## config.mk

```make
export PLATFORM = sky130hd
export DESIGN_NAME = noc_client_gen_flat
export DESIGN_NICKNAME = d
export VERILOG_FILES = /design/src/rtl/noc_client_gen_if.sv /design/src/rtl/noc_client_gen.sv /design/src/flat_wrapper.sv
export SDC_FILE = /design/constraint.sdc
export NUM_CORES = 1
export LEC_CHECK = 0
export CELL_PAD_IN_SITES_DETAIL_PLACEMENT = 0
export CELL_PAD_IN_SITES_GLOBAL_PLACEMENT = 2
export CORE_MARGIN = 1
export CORE_UTILIZATION = 37
export CTS_BUF_LIST = sky130_fd_sc_hd__clkbuf_4 sky130_fd_sc_hd__clkbuf_8 sky130_fd_sc_hd__clkbuf_16
export CTS_CLUSTER_DIAMETER = 30
export DETAILED_ROUTE_END_ITERATION = 8
export PLACE_DENSITY = 0.8
export SLEW_MARGIN = 25
export SYNTH_ARGS = -nofsm -noshare
export SYNTH_HDL_FRONTEND = slang
export SYNTH_SLANG_ARGS = --single-unit
export TNS_END_PERCENT = 100
```

## constraint.sdc

```tcl
create_clock -name clk -period 3.5 [get_ports clk]
set_input_delay 0.7 -clock clk [delete_from_list [all_inputs] [get_ports clk]]
set_output_delay 0.7 -clock clk [all_outputs]
set_load 0.005 [all_outputs]
```

## src/rtl/noc_client_gen_if.sv

```systemverilog
`default_nettype none
// +----------------------------------------------------------------------+
// | Module   : noc_client_gen_if                                         |
// | Purpose  : Router-port bundle between a NoC endpoint and its router. |
// |            master = endpoint side, slave = router side.              |
// | Revision : 1.0 - initial release                                     |
// +----------------------------------------------------------------------+
interface noc_client_gen_if #(
   parameter int A_W = 3,
   parameter int D_W = 32
);
   logic [A_W+D_W:0] c_i;
   logic             c_i_v;
   logic             c_i_bp;
   logic [A_W+D_W:0] c_o;
   logic             c_o_v;
   logic             c_o_bp;

   modport master (
      input  c_i, c_i_v, c_o_bp,
      output c_i_bp, c_o, c_o_v
   );

   modport slave (
      output c_i, c_i_v, c_o_bp,
      input  c_i_bp, c_o, c_o_v
   );
endinterface
`default_nettype wire

```

## src/rtl/noc_client_gen.sv

```systemverilog
`default_nettype none
// +----------------------------------------------------------------------+
// | Module   : noc_client_gen                                            |
// | Purpose  : LFSR-driven traffic generator and sink for one NoC PE.    |
// |            Packets go through a small injection FIFO and a single    |
// |            output register that holds stable under backpressure.     |
// | Revision : 1.0 - initial release                                     |
// +----------------------------------------------------------------------+
module noc_client_gen #(
   parameter int          N     = 4,
   parameter int          D_W   = 32,
   parameter int          A_W   = $clog2(N) + 1,
   parameter int          POSX  = 0,
   parameter int          PAT   = 0,
   parameter int          RATE  = 26,
   parameter int          LIMIT = 16,
   parameter int          SIGMA = 4,
   parameter int          DEPTH = 4,
   parameter logic [31:0] SEED  = 32'h1
) (
   input  logic             clk,
   input  logic             rst,
   input  logic             start,
   noc_client_gen_if.master bus,
   output logic [31:0]      sent_cnt,
   output logic [31:0]      rcvd_cnt,
   output logic             err,
   output logic             done
);
   localparam int              c_PW       = A_W + D_W + 1;
   localparam int              c_PTR_W    = $clog2(DEPTH);
   localparam logic [1:0]      S_IDLE     = 2'd0;
   localparam logic [1:0]      S_RUN      = 2'd1;
   localparam logic [1:0]      S_DRAIN    = 2'd2;
   localparam logic [1:0]      S_DONE     = 2'd3;
   localparam logic [31:0]     c_LFSR_MSK = 32'h8020_0003;  // taps 32,22,2,1
   localparam logic [63:0]     c_BASE     = 64'(POSX * LIMIT);
   localparam logic [31:0]     c_LIMIT    = 32'(LIMIT);
   localparam logic [8:0]      c_RATE     = 9'(RATE);
   localparam logic [31:0]     c_POSV     = 32'(POSX);
   localparam logic [c_PTR_W-1:0] c_PTR_ONE = 1;
   localparam logic [c_PTR_W:0]   c_CNT_ONE = 1;
   localparam logic [c_PTR_W:0]   c_CNT_MAX = (c_PTR_W+1)'(DEPTH);

   logic [1:0]          r_state;
   logic [31:0]         r_lfsr;
   logic [31:0]         r_att;
   logic [31:0]         r_sent;
   logic [31:0]         r_rcvd;
   logic                r_err;
   logic                r_done;
   logic [c_PW-1:0]     r_c_o;
   logic                r_c_o_v;
   logic [A_W+D_W-1:0]  r_mem [DEPTH];
   logic [c_PTR_W-1:0]  r_wp;
   logic [c_PTR_W-1:0]  r_rp;
   logic [c_PTR_W:0]    r_cnt;

   logic [31:0]         w_rnd;
   logic [31:0]         w_off;
   logic [31:0]         w_rev;
   logic [31:0]         w_pick;
   logic signed [31:0]  w_loc;
   logic [A_W-1:0]      w_dest;
   logic [D_W-1:0]      w_data;
   logic                w_full;
   logic                w_empty;
   logic                w_load;
   logic                w_deq;
   logic                w_hs;
   logic                w_rate_hit;
   logic                w_attempt;
   logic                w_go;
   logic                w_unused_ci;

   // Destination for the current LFSR value under the selected pattern
   always_comb begin
      w_rnd = 32'(r_lfsr[15:8]) % 32'(N);
      w_off = 32'(r_lfsr[23:16]) % 32'(SIGMA);
      w_loc = POSX + $signed(w_off) - SIGMA / 2;
      if (w_loc < 0) begin
         w_loc = 0;
      end else if (w_loc > N - 1) begin
         w_loc = N - 1;
      end
      w_rev = '0;
      for (int i = 0; i < A_W - 1; i++) begin
         w_rev[i] = c_POSV[A_W-2-i];
      end
      w_rev = w_rev % 32'(N);
      case (PAT)
         0:       w_pick = w_rnd;
         1:       w_pick = 32'(w_loc);
         2:       w_pick = w_rev;
         default: w_pick = 32'((POSX + N / 2 - 1) % N);
      endcase
      // never target ourselves
      if (w_pick == c_POSV) begin
         w_pick = 32'((POSX + 1) % N);
      end
      w_dest = A_W'(w_pick);
   end

   assign w_data     = D_W'(c_BASE + 64'(r_att));
   assign w_full     = (r_cnt == c_CNT_MAX);
   assign w_empty    = (r_cnt == '0);
   assign w_load     = ~r_c_o_v | ~bus.c_o_bp;
   assign w_deq      = w_load & ~w_empty;
   assign w_hs       = r_c_o_v & ~bus.c_o_bp;
   assign w_rate_hit = ({1'b0, r_lfsr[7:0]} < c_RATE);
   // a full FIFO still accepts when its head leaves in the same cycle
   assign w_attempt  = (r_state == S_RUN) && (r_att != c_LIMIT) && w_rate_hit &&
                       (~w_full || w_deq);
   assign w_go       = start && ((r_state == S_IDLE) || (r_state == S_DONE));

   assign w_unused_ci = ^{bus.c_i[A_W+D_W], bus.c_i[D_W-1:0]};

   // Free-running Galois LFSR
   always_ff @(posedge clk) begin
      if (rst) begin
         r_lfsr <= SEED ^ c_POSV;
      end else begin
         r_lfsr <= (r_lfsr >> 1) ^ (r_lfsr[0] ? c_LFSR_MSK : 32'h0);
      end
   end

   // Run control: state, attempt counter and done flag
   always_ff @(posedge clk) begin
      if (rst) begin
         r_state <= S_IDLE;
         r_att   <= '0;
         r_done  <= 1'b0;
      end else begin
         case (r_state)
            S_IDLE: begin
               if (w_go) begin
                  r_state <= S_RUN;
                  r_att   <= '0;
               end
            end
            S_RUN: begin
               if (r_att == c_LIMIT) begin
                  r_state <= S_DRAIN;
               end else if (w_attempt) begin
                  r_att <= r_att + 32'd1;
               end
            end
            S_DRAIN: begin
               if (w_empty && !r_c_o_v) begin
                  r_state <= S_DONE;
                  r_done  <= 1'b1;
               end
            end
            default: begin
               if (w_go) begin
                  r_state <= S_RUN;
                  r_att   <= '0;
                  r_done  <= 1'b0;
               end
            end
         endcase
      end
   end

   // Injection FIFO: written by attempts, read when the output register loads
   always_ff @(posedge clk) begin
      if (rst) begin
         r_wp  <= '0;
         r_rp  <= '0;
         r_cnt <= '0;
      end else begin
         if (w_attempt) begin
            r_mem[r_wp] <= {w_dest, w_data};
            r_wp        <= r_wp + c_PTR_ONE;
         end
         if (w_deq) begin
            r_rp <= r_rp + c_PTR_ONE;
         end
         case ({w_attempt, w_deq})
            2'b10:   r_cnt <= r_cnt + c_CNT_ONE;
            2'b01:   r_cnt <= r_cnt - c_CNT_ONE;
            default: r_cnt <= r_cnt;
         endcase
      end
   end

   // Output register: reloads when empty or consumed, holds under backpressure
   always_ff @(posedge clk) begin
      if (rst) begin
         r_c_o   <= '0;
         r_c_o_v <= 1'b0;
      end else if (w_load) begin
         r_c_o_v <= ~w_empty;
         if (!w_empty) begin
            r_c_o <= {1'b0, r_mem[r_rp]};
         end
      end
   end

   // Saturating count of packets accepted by the router
   always_ff @(posedge clk) begin
      if (rst || w_go) begin
         r_sent <= '0;
      end else if (w_hs && (r_sent != 32'hFFFF_FFFF)) begin
         r_sent <= r_sent + 32'd1;
      end
   end

   // Receive sink: saturating count and sticky misrouting flag
   always_ff @(posedge clk) begin
      if (rst) begin
         r_rcvd <= '0;
         r_err  <= 1'b0;
      end else if (bus.c_i_v) begin
         if (r_rcvd != 32'hFFFF_FFFF) begin
            r_rcvd <= r_rcvd + 32'd1;
         end
         if (bus.c_i[A_W+D_W-1:D_W] != A_W'(POSX)) begin
            r_err <= 1'b1;
         end
      end
   end

   assign bus.c_i_bp = 1'b0;
   assign bus.c_o    = r_c_o;
   assign bus.c_o_v  = r_c_o_v;
   assign sent_cnt   = r_sent;
   assign rcvd_cnt   = r_rcvd;
   assign err        = r_err;
   assign done       = r_done;
endmodule
`default_nettype wire
```

## src/flat_wrapper.sv

```systemverilog
// flat-port wrapper written by rule: the top's interface ports become plain ports
module noc_client_gen_flat 
#(
   parameter int          N     = 4,
   parameter int          D_W   = 32,
   parameter int          A_W   = $clog2(N) + 1,
   parameter int          POSX  = 0,
   parameter int          PAT   = 0,
   parameter int          RATE  = 26,
   parameter int          LIMIT = 16,
   parameter int          SIGMA = 4,
   parameter int          DEPTH = 4,
   parameter logic [31:0] SEED  = 32'h1
)
  (clk, rst, start, sent_cnt, rcvd_cnt, err, done, bus_c_i, bus_c_i_v, bus_c_o_bp, bus_c_i_bp, bus_c_o, bus_c_o_v);
  noc_client_gen_if #(.A_W(A_W), .D_W(D_W)) bus_i ();
  input  logic clk;
  input  logic rst;
  input  logic start;
  output logic [31:0] sent_cnt;
  output logic [31:0] rcvd_cnt;
  output logic err;
  output logic done;
  input wire logic [$bits(bus_i.c_i)-1:0] bus_c_i;
  input wire logic [$bits(bus_i.c_i_v)-1:0] bus_c_i_v;
  input wire logic [$bits(bus_i.c_o_bp)-1:0] bus_c_o_bp;
  output wire logic [$bits(bus_i.c_i_bp)-1:0] bus_c_i_bp;
  output wire logic [$bits(bus_i.c_o)-1:0] bus_c_o;
  output wire logic [$bits(bus_i.c_o_v)-1:0] bus_c_o_v;
  assign bus_i.c_i = bus_c_i;
  assign bus_i.c_i_v = bus_c_i_v;
  assign bus_i.c_o_bp = bus_c_o_bp;
  assign bus_c_i_bp = bus_i.c_i_bp;
  assign bus_c_o = bus_i.c_o;
  assign bus_c_o_v = bus_i.c_o_v;
  noc_client_gen #(.N(N), .D_W(D_W), .A_W(A_W), .POSX(POSX), .PAT(PAT), .RATE(RATE), .LIMIT(LIMIT), .SIGMA(SIGMA), .DEPTH(DEPTH), .SEED(SEED)) u_core (.clk(clk), .rst(rst), .start(start), .bus(bus_i), .sent_cnt(sent_cnt), .rcvd_cnt(rcvd_cnt), .err(err), .done(done));
endmodule
```

==> results of run 1 <==
## worst paths after layout
kind	to	slack (ps)	cells after the start
max	u_core.r_cnt[2]	840	10
min	u_core.r_lfsr[13]	420	1
min reg2reg	u_core.r_lfsr[13]	420	1
max reg2reg	u_core.r_cnt[2]	840	10
## area by class of cell
type	count	area (um^2)	area share
clock inverters	36	470.5	0.02771
multi-input cells	718	4900	0.2886
inverters	22	82.58	0.004864
clock buffers	95	2096	0.1234
repair buffers	131	1301	0.07664
flip-flops and latches	310	7569	0.4458
well taps	448	560.5	0.03301
## layout by cell type (no fill, tap or decap), types with 15 or more instances in the layout
cell / n
nand4_1: 33
nor2b_1: 32
inv_1: 22
a31oi_1: 21
and4_1: 15
buf_4: 20
or3_1: 34
edfxtp_1: 136
a21oi_1: 88
o21ai_0: 38
mux4_2: 34
or4_1: 27
nor4_1: 15
nand2_1: 118
clkdlybuf4s50_1: 107
dfxtp_1: 173
clkbuf_16: 75
a311oi_1: 16
nand3_1: 47
nor2_1: 40
o211ai_1: 21
and3_1: 15
## sequential cells by signal, indices dropped and copies added (netlist names), 3 cells and up
signal / flops
u_core.r_cnt: 3
u_core.sent_cnt: 32
u_core.r_att: 32
u_core.r_mem: 136
u_core.r_lfsr: 32
u_core.rcvd_cnt: 32
u_core.bus.c_o: 34
## routing by layer
| layer | GRT usage | up-vias | routed length [um] |
|---|---|---|---|
| met2 | 0.2664 | 198 | 13930 |
| met5 | 0 | - | 0 |
| li1 | - | 4560 | - |
| met3 | 0.03799 | 48 | 1303 |
| met1 | 0.2355 | 4552 | 14270 |
| met4 | 0.06285 | 0 | 464 |
## power by group
group / leakage, nW / switching [W] / internal (W)
Combinational: 1.72 / 0.00129 / 0.000998
Sequential: 2.70 / 0.000209 / 0.00413
Clock: 1.24 / 0.00203 / 0.00486
## worst reg2reg max path, cell delays in order, from the launching register on
cell and delay [ps]:
dfxtp_1 420, inv_1 100, ha_1 140, nor4bb_1 370, nand4_1 250, o211ai_1 310, and2_1 180, fa_1 180
nor2_1 50, a2bb2oi_1 210, mux2_2 350
## through the flow
step	total power (W)	utilization	hold slack, ps	setup slack, ps	cell area, um^2
6_report	0.01351	0.5026	417.3	837.2	16980
5_1_grt	0.01413	0.5026	443.3	554.1	16980
4_1_cts	0.01367	0.5026	423.3	841.4	16980
3_5_place_dp	0.006709	0.4266	423.9	408.6	14410
3_3_place_gp	0.006676	0.4265	416.1	314.0	14410
2_1_floorplan	0.005761	-	413.8	747.9	12810
## cells by family (layout without fill, tap and decap cells)
logic type	after synthesis	after routing
AND/OR/NAND/NOR	409	409
XOR/XNOR	20	20
AO/OA/AOI/OAI	231	231
other	1	3
adder cells (fa/ha/maj)	13	13
multiplexers	42	42
buffers and inverters	89	284
flip-flops	310	310
==> run metrics, run 1 <==
Crit-path slowest cell dfxtp_1; dpl cells roughly 1600; share of flip-flops with an asynchronous set or reset 0; post_cts resized 0; width of the die roughly 190 um; I/O pins between 100 and 150; routed length per instance 17.03 um; Worst-Margin Slew 955.2 ps; Max-slew headroom 0.3583; Hold Vio Cnt, Final 0; Slew Limit Fails 0; # fillers 2984; aggregate global-route resource usage 0.1720; critical path buffer and inverter count 1; hold buffers post-CTS 0; CTS tree done; first-pass GRT wire length roughly 49000 um; Num CTS Buffers 71; Vias between 9000 and 10000; Leakage 5.664 nW; Die Y between 150 and 200 um; CTS max path bufs 3; CTS H-tree lvls 3; I/O Buffers roughly 110; Worst Path Class, Setup reg2reg; top cell type's share of synthesized area 0.3190; n_diodes 0; Nets 1308; most frequent cell after synthesis dfxtp_1; Placeable Area about 34000 um^2; router iterations before antenna repair 5; setup TNS 0 ps; post-synthesis xor/xnor area fraction 0.01368; Starting Density 0.3790; Synth area leaders edfxtp_1, dfxtp_1, mux4_2; Yosys reg bits between 300 and 400; Critical Path Start u_core.r_att[0]; Area growth, synth to finish 32.61%; status completed; clk_skew between 15 and 20 ps; CTS sink cnt 310; row count between 60 and 70; Post-Syn Area about 13000 um^2; Arr. time, crit path roughly 3000 ps; postcts setup bufs 0; crit path time final around 2700 ps; vias in the first global route 9055; crit start category flop; clk root buf clkbuf_16; Post-DRT Antenna Nets 0; family with the most delay on the worst path simple AND/OR/NAND/NOR gates; synth unique cells 61; initial antenna violation count 0; Final Setup Violations 0; Cell Pwr Density ~800 nW/um^2; post-synthesis sequential area ratio 0.5910; CP required about 3900 ps; simple-gate share of the synthesized area 0.1729; warnings from Yosys 0; DRC Markers 0; Worst-Skew Late Latency 550 ps; Post-Route WL roughly 30000 um; Compound-Gate Fraction of Synth Area 0.1142; Final Non-Filler Cells approximately 1800; half-perimeter wire length after placement 17910 um; CP Cell Sequence inv_1, ha_1, nor4bb_1, nand4_1, o211ai_1, and2_1, fa_1, nor2_1, a2bb2oi_1, mux2_2; Hold Path Origin u_core.r_lfsr[14]; Post-synth EDFFs between 100 and 150; initial DRC count between 500 and 600; Max-Cap Viols 0; mux contribution to synthesized area 0.06635; Worst path max stage delay around 420 ps; Vias/cell between 5 and 6; GP Congestion ~0.77; Synth Flop Type dfxtp_1; worst vdd ir a little under 0.0005 V; fmax around 380 MHz; Congestion Overflow GR 0; R2R Path Start u_core.r_att[0]; largest family of logic cells by synthesized area simple AND/OR/NAND/NOR gates; RSZ-0062 raised after global routing no; die area 35350 um^2; cells after synthesis around 1100; Post-synth top cells dfxtp_1, edfxtp_1, nand2_1; Final period util 0.7608; largest net degree at the start of global routing 71; critical path peak fanout 10; Clock transition at path regs 50 ps; leading area contributor after synthesis edfxtp_1; Avg Cell Area, Syn 11.48 um^2; Worst Hold Class reg2reg; share of cells above drive strength 1 0.1585; Worst Setup End Kind flop; adder-cell share of the synthesized area 0.01329
Note: power is estimated with default switching activity, not from simulation.
==> inputs of run 2 (changes only) <==
==> constraint.sdc (replaced) <==
create_clock -name clk -period 2.75 [get_ports clk]
set_input_delay 0.55 -clock clk [delete_from_list [all_inputs] [get_ports clk]]
set_output_delay 0.55 -clock clk [all_outputs]
set_load 0.005 [all_outputs]
==> run metrics, run 2 (same netlist as run 1, synthesis figures left out) <==
status completed; Cell Pwr Density 1002 nW/um^2 (+26%); vias in the first global route 9181 (+1.4%); Max-slew headroom 0.5071 (+0.1488); I/O Buffers 108 (unchanged); CP Cell Sequence nor4_1, buf_4, nand4_1, o211ai_1, and2_1, fa_1, nor2_1, a2bb2oi_1, mux2_2; worst vdd ir 0.0005458 V (+11%); width of the die 188.0 um (unchanged); Worst Hold Class in2reg; Area growth, synth to finish 35.75%; Worst-Skew Late Latency 560 ps (about the same); Clock transition at path regs 40 ps (about the same); initial antenna violation count 0 (unchanged); CTS max path bufs 3 (unchanged); Placement Cell Area 14760 um^2 (+2.4%); max reg flops 136 (unchanged); Vias/cell 5.321 (about the same); crit path time final 2541 ps (-122.1 ps); clk root buf clkbuf_16; Worst Setup End Kind flop; Post-Route WL 29870 um (-0.34%); crit start category flop; clk_skew 18.41 ps (+2.449 ps); largest net degree at the start of global routing 119 (+68%); critical path peak fanout 8 (-2); Max-Cap Viols 0 (unchanged); initial DRC count 574 (+4.6%); Starting Density 0.3790 (unchanged); Num CTS Buffers 75 (+5.6%); Worst Path Class, Setup reg2reg; DRC Markers 0 (unchanged); Largest Register u_core.r_mem; router iterations before antenna repair 5 (unchanged); Placeable Area 33780 um^2 (unchanged); fmax 393.6 MHz (+4.8%); CTS H-tree lvls 3 (unchanged); hold buffers post-CTS 0 (unchanged); Nets 1343 (+2.7%); n_diodes 0 (unchanged); Die Y 188.0 um (unchanged); half-perimeter wire length after placement 18550 um (+3.6%); Vias 9572 (+2.3%); Worst-Margin Slew 738.6 ps (-216.6 ps); die area 35350 um^2 (unchanged); Hold Vio Cnt, Final 0 (unchanged); most frequent cells in the layout dfxtp_1, edfxtp_1, nand2_1; Crit-path slowest cell dfxtp_1; CP required 3190 ps (-740 ps); dpl cells 1660 (+1.9%); routed length per instance 16.60 um (-2.5%); aggregate global-route resource usage 0.1720 (about the same); I/O pins 145 (unchanged); Leakage 5.892 nW (+4.0%); Post-Layout Inst Area 17380 um^2 (+2.4%); postcts setup bufs 0 (unchanged); CTS tree done; row count 67 (unchanged); Final Setup Violations 0 (unchanged); share of cells above drive strength 1 0.1865 (+0.02799); post_cts resized 0 (unchanged); RSZ-0062 raised after global routing no; CTS sink cnt 310 (unchanged); Slew Limit Fails 0 (unchanged); GP Congestion 0.7625 (-0.95%); Arr. time, crit path 2980 ps (-110 ps); Worst path max stage delay 380 ps (-40 ps); Post-DRT Antenna Nets 0 (unchanged); Final period util 0.9239 (+0.1631); Congestion Overflow GR 0 (unchanged); first-pass GRT wire length 48820 um (-0.34%); commonest non-fill, non-tap cell in the layout dfxtp_1; Final Non-Filler Cells 1799 (+2.2%)
## run 2: where the power goes
part / switching [W] / leakage, nW / internal, W
clock network: 0.00266 / 1.28 / 0.00615
registers: 0.000206 / 2.70 / 0.00525
logic: 0.00174 / 1.91 / 0.00142
total: 0.00460 / 5.89 / 0.0128
## run 2: cell type report
class | count | area (um^2)
Timing Repair Buffer | 162 | 1647
Inverter | 22 | 82.58
Fill cell | 2936 | 16400
Clock inverter | 42 | 474.2
Clock buffer | 97 | 2140
Sequential cell | 310 | 7569
Tap cell | 448 | 560.5
Multi-Input combinational cell | 718 | 4908
## run 2: critical path: cells and delay by family, from the launching register on
| kind | cells | cell delay, ps |
|---|---|---|
| AO/OA/AOI/OAI | 2 | 490 |
| adder cells (fa/ha/maj) | 1 | 180 |
| buffers and inverters | 1 | 190 |
| flip-flops | 1 | 380 |
| multiplexers | 1 | 350 |
| AND/OR/NAND/NOR | 4 | 840 |
## run 2: worst paths after layout
| check | slack, ps | cells past startpoint | start | to |
|---|---|---|---|---|
| setup / recovery | 210 | 9 | u_core.r_att[24] | u_core.r_cnt[2] |
| hold / removal | 370 | 2 | rst | u_core.r_lfsr[23] |
| setup reg to reg | 210 | 9 | u_core.r_att[24] | u_core.r_cnt[2] |
| hold reg to reg | 420 | 1 | u_core.r_lfsr[12] | u_core.r_lfsr[11] |
## run 2: layer usage
layer	vias to the layer above	global-route usage	share of wire
met2	232	0.2641	0.46
met3	57	0.03687	0.050
li1	4645	-	-
met1	4638	0.2371	0.47
met5	-	0	0
met4	0	0.06598	0.022
## run 2: stage by stage
step | hold WS (ps) | setup TNS (ps) | util | power, W | setup slack, ps
final | 365.5 | 0 | 0.5145 | 0.01742 | 209.3
after global routing | 361.0 | 0 | 0.5145 | 0.01820 | 48.44
after CTS | 340.2 | 0 | 0.5144 | 0.01763 | 15.83
after detailed placement | 426.9 | -15440 | 0.4370 | 0.008734 | -131.3
after global placement | 415.4 | -14660 | 0.4369 | 0.008687 | -229.5
after floorplan | 413.8 | 0 | - | 0.007330 | 348.6
==> inputs of run 3 (changes only) <==
--- a/config.mk
+++ b/config.mk
@@ -7,13 +7,12 @@
 export LEC_CHECK = 0
 export CELL_PAD_IN_SITES_DETAIL_PLACEMENT = 0
 export CELL_PAD_IN_SITES_GLOBAL_PLACEMENT = 2
-export CORE_MARGIN = 1
+export CORE_MARGIN = 1.5
 export CORE_UTILIZATION = 37
 export CTS_BUF_LIST = sky130_fd_sc_hd__clkbuf_4 sky130_fd_sc_hd__clkbuf_8 sky130_fd_sc_hd__clkbuf_16
 export CTS_CLUSTER_DIAMETER = 30
 export DETAILED_ROUTE_END_ITERATION = 8
-export PLACE_DENSITY = 0.8
-export SLEW_MARGIN = 25
+export PLACE_DENSITY_LB_ADDON = 0.1
 export SYNTH_ARGS = -nofsm -noshare
 export SYNTH_HDL_FRONTEND = slang
 export SYNTH_SLANG_ARGS = --single-unit
==> run metrics, run 3 (same netlist as run 1, synthesis figures left out) <==
cell-internal power 0.01273 W (-0.68%); largest net degree at the start of global routing 44 (-63%); die area 35730 um^2 (+1.1%); CTS tree done; Worst path max stage delay 400 ps (+20 ps); Die Y 189.0 um (+0.53%); Num CTS Buffers 75 (unchanged); register area 7569 um^2 (unchanged); clk root buf clkbuf_16; Worst Hold Class reg2reg; R2R Path Start u_core.r_att[0]; net switching power 0.004687 W (+1.8%); Hold Vio Cnt, Final 0 (unchanged); first-pass GRT wire length 52070 um (+6.7%); crit start category flop; critical path peak fanout 3 (-5); I/O pins 145 (unchanged); routed length per instance 17.51 um (+5.5%); dpl cells 1668 (+0.48%); sw frac 0.2691 (+0.004844); RSZ-0062 raised after global routing no; Worst Setup End Kind flop; Final Non-Filler Cells 1807 (+0.44%); Leakage 5.921 nW (+0.51%); Congestion Overflow GR 0 (unchanged); Max-slew headroom 0.5077 (+0.0006630); row count 67 (unchanged); Crit-path slowest cell nor4bb_1; setup TNS 0 ps (unchanged); CTS sink cnt 310 (unchanged); n_diodes 0 (unchanged); clk_skew 21.30 ps (+2.884 ps); Post-DRT Antenna Nets 0 (unchanged); Starting Density 0.3790 (unchanged); Placement Cell Area 14770 um^2 (about the same); router iterations before antenna repair 4 (-1); Worst-Margin Slew 731.6 ps (-6.947 ps); combinational share of power 0.178 (-0.003); Max-Cap Viols 0 (unchanged); Placeable Area 33780 um^2 (unchanged); CTS H-tree lvls 3 (unchanged); Cell Pwr Density 1003 nW/um^2 (+0.13%); Critical Path Start u_core.r_att[0]; postcts setup bufs 0 (unchanged); family with the most delay on the worst path simple AND/OR/NAND/NOR gates; Sequential Power Share 0.315 (+0.002); Nets 1351 (+0.60%); CP required 3200 ps (about the same); commonest non-fill, non-tap cell in the layout dfxtp_1; CP Cell Sequence inv_1, ha_1, nor4bb_1, nand4_1, o211ai_1, and2_1, fa_1, nor2_1, a2bb2oi_1, mux2_2; fmax 389.5 MHz (-1.0%); width of the die 189.0 um (+0.53%); Post-Layout Inst Area 17360 um^2 (-0.14%); Slew Limit Fails 0 (unchanged); initial DRC count 641 (+12%); Clock transition at path regs 50 ps (about the same); total power 0.01741 W (about the same); vias in the first global route 9621 (+4.8%); Hold Path Origin u_core.r_lfsr[25]; multi-input logic area 4912 um^2 (about the same); most frequent cells in the layout dfxtp_1, edfxtp_1, nand2_1; pre-CTS setup slack 22.03 ps (+153.4 ps); initial antenna violation count 0 (unchanged); worst vdd ir 0.0005168 V (-5.3%); Worst Path Class, Setup reg2reg; critical path buffer and inverter count 1 (unchanged); Largest Register u_core.r_mem; status completed; Arr. time, crit path 3010 ps (+30 ps); GP Congestion 0.7360 (-3.5%); Vias/cell 5.297 (-0.45%); Post-Route WL 31640 um (+5.9%); # fillers 3022 (+2.9%); I/O Buffers 108 (unchanged); Area growth, synth to finish 35.55%; Final Setup Violations 0 (unchanged); Final WS setup 182.5 ps (-26.77 ps); Clk pwr share 0.507 (about the same); aggregate global-route resource usage 0.1828 (+0.01075); half-perimeter wire length after placement 19580 um (+5.5%); max reg flops 136 (unchanged); Worst-Skew Late Latency 570 ps (about the same); Final period util 0.9336 (+0.009735); crit path time final 2568 ps (+26.77 ps); CTS max path bufs 3 (unchanged); Vias 9571 (-0.010%); share of cells above drive strength 1 0.1898 (+0.003317); DRC Markers 0 (unchanged)
[run 3: changes by cell type in the layout (fill, tap and decap cells not counted), moves of 2 or more]
cell        before  now
buf_4           42   54
clkinvlp_4       9    6
inv_8            0    2
buf_12          13    9
inv_6            4    9
clkbuf_4        10   13
clkbuf_16       77   75
clkbuf_8        10    7
clkinv_4         5    1
clkinv_1         1    3
[run 3: per-stage QoR]
stage | hold WS [ps] | util
final | 429.2 | 0.5137
after global routing | 437.2 | 0.5137
after floorplan | 413.8 | -
after global placement | 418.3 | 0.4372
after detailed placement | 423.9 | 0.4372
after CTS | 433.5 | 0.5134
[run 3: worst paths after layout]
path,cells past startpoint,slack (ps),end
hold reg to reg,1,430,u_core.r_lfsr[24]
hold / removal,1,430,u_core.r_lfsr[24]
setup / recovery,10,180,u_core.r_cnt[2]
setup reg to reg,10,180,u_core.r_cnt[2]
[run 3: routing by layer]
| layer | vias to the layer above | global-route usage | wire length, um |
|---|---|---|---|
| met5 | - | 0 | 0 |
| li1 | 4655 | - | - |
| met3 | 46 | 0.04041 | 1424 |
| met4 | 0 | 0.06532 | 567 |
| met2 | 204 | 0.2769 | 13940 |
| met1 | 4666 | 0.2571 | 15700 |
[run 3: timing repair]
item / CTS / global route
endpoints found under the setup margin: 0 / 56
gates resized for setup: 0 / 2
hold buffers: 0 / 0
[run 3: layout make-up]
class,count,share of cell area
Clock inverter,44,0.02905
Sequential cell,310,0.4361
Clock buffer,95,0.1193
Timing Repair Buffer,170,0.09545
Tap cell,448,0.03230
Inverter,22,0.004758
Multi-Input combinational cell,718,0.2830
[run 3: power by group through the flow]
stage	Combinational [W]	Sequential (W)	Clock, W
3_5_place_dp	0.00314	0.00557	0
4_1_cts	0.00316	0.00550	0.00903
3_3_place_gp	0.00315	0.00556	0
6_report	0.00310	0.00548	0.00883
2_1_floorplan	0.00180	0.00553	0
5_1_grt	0.00343	0.00555	0.00929
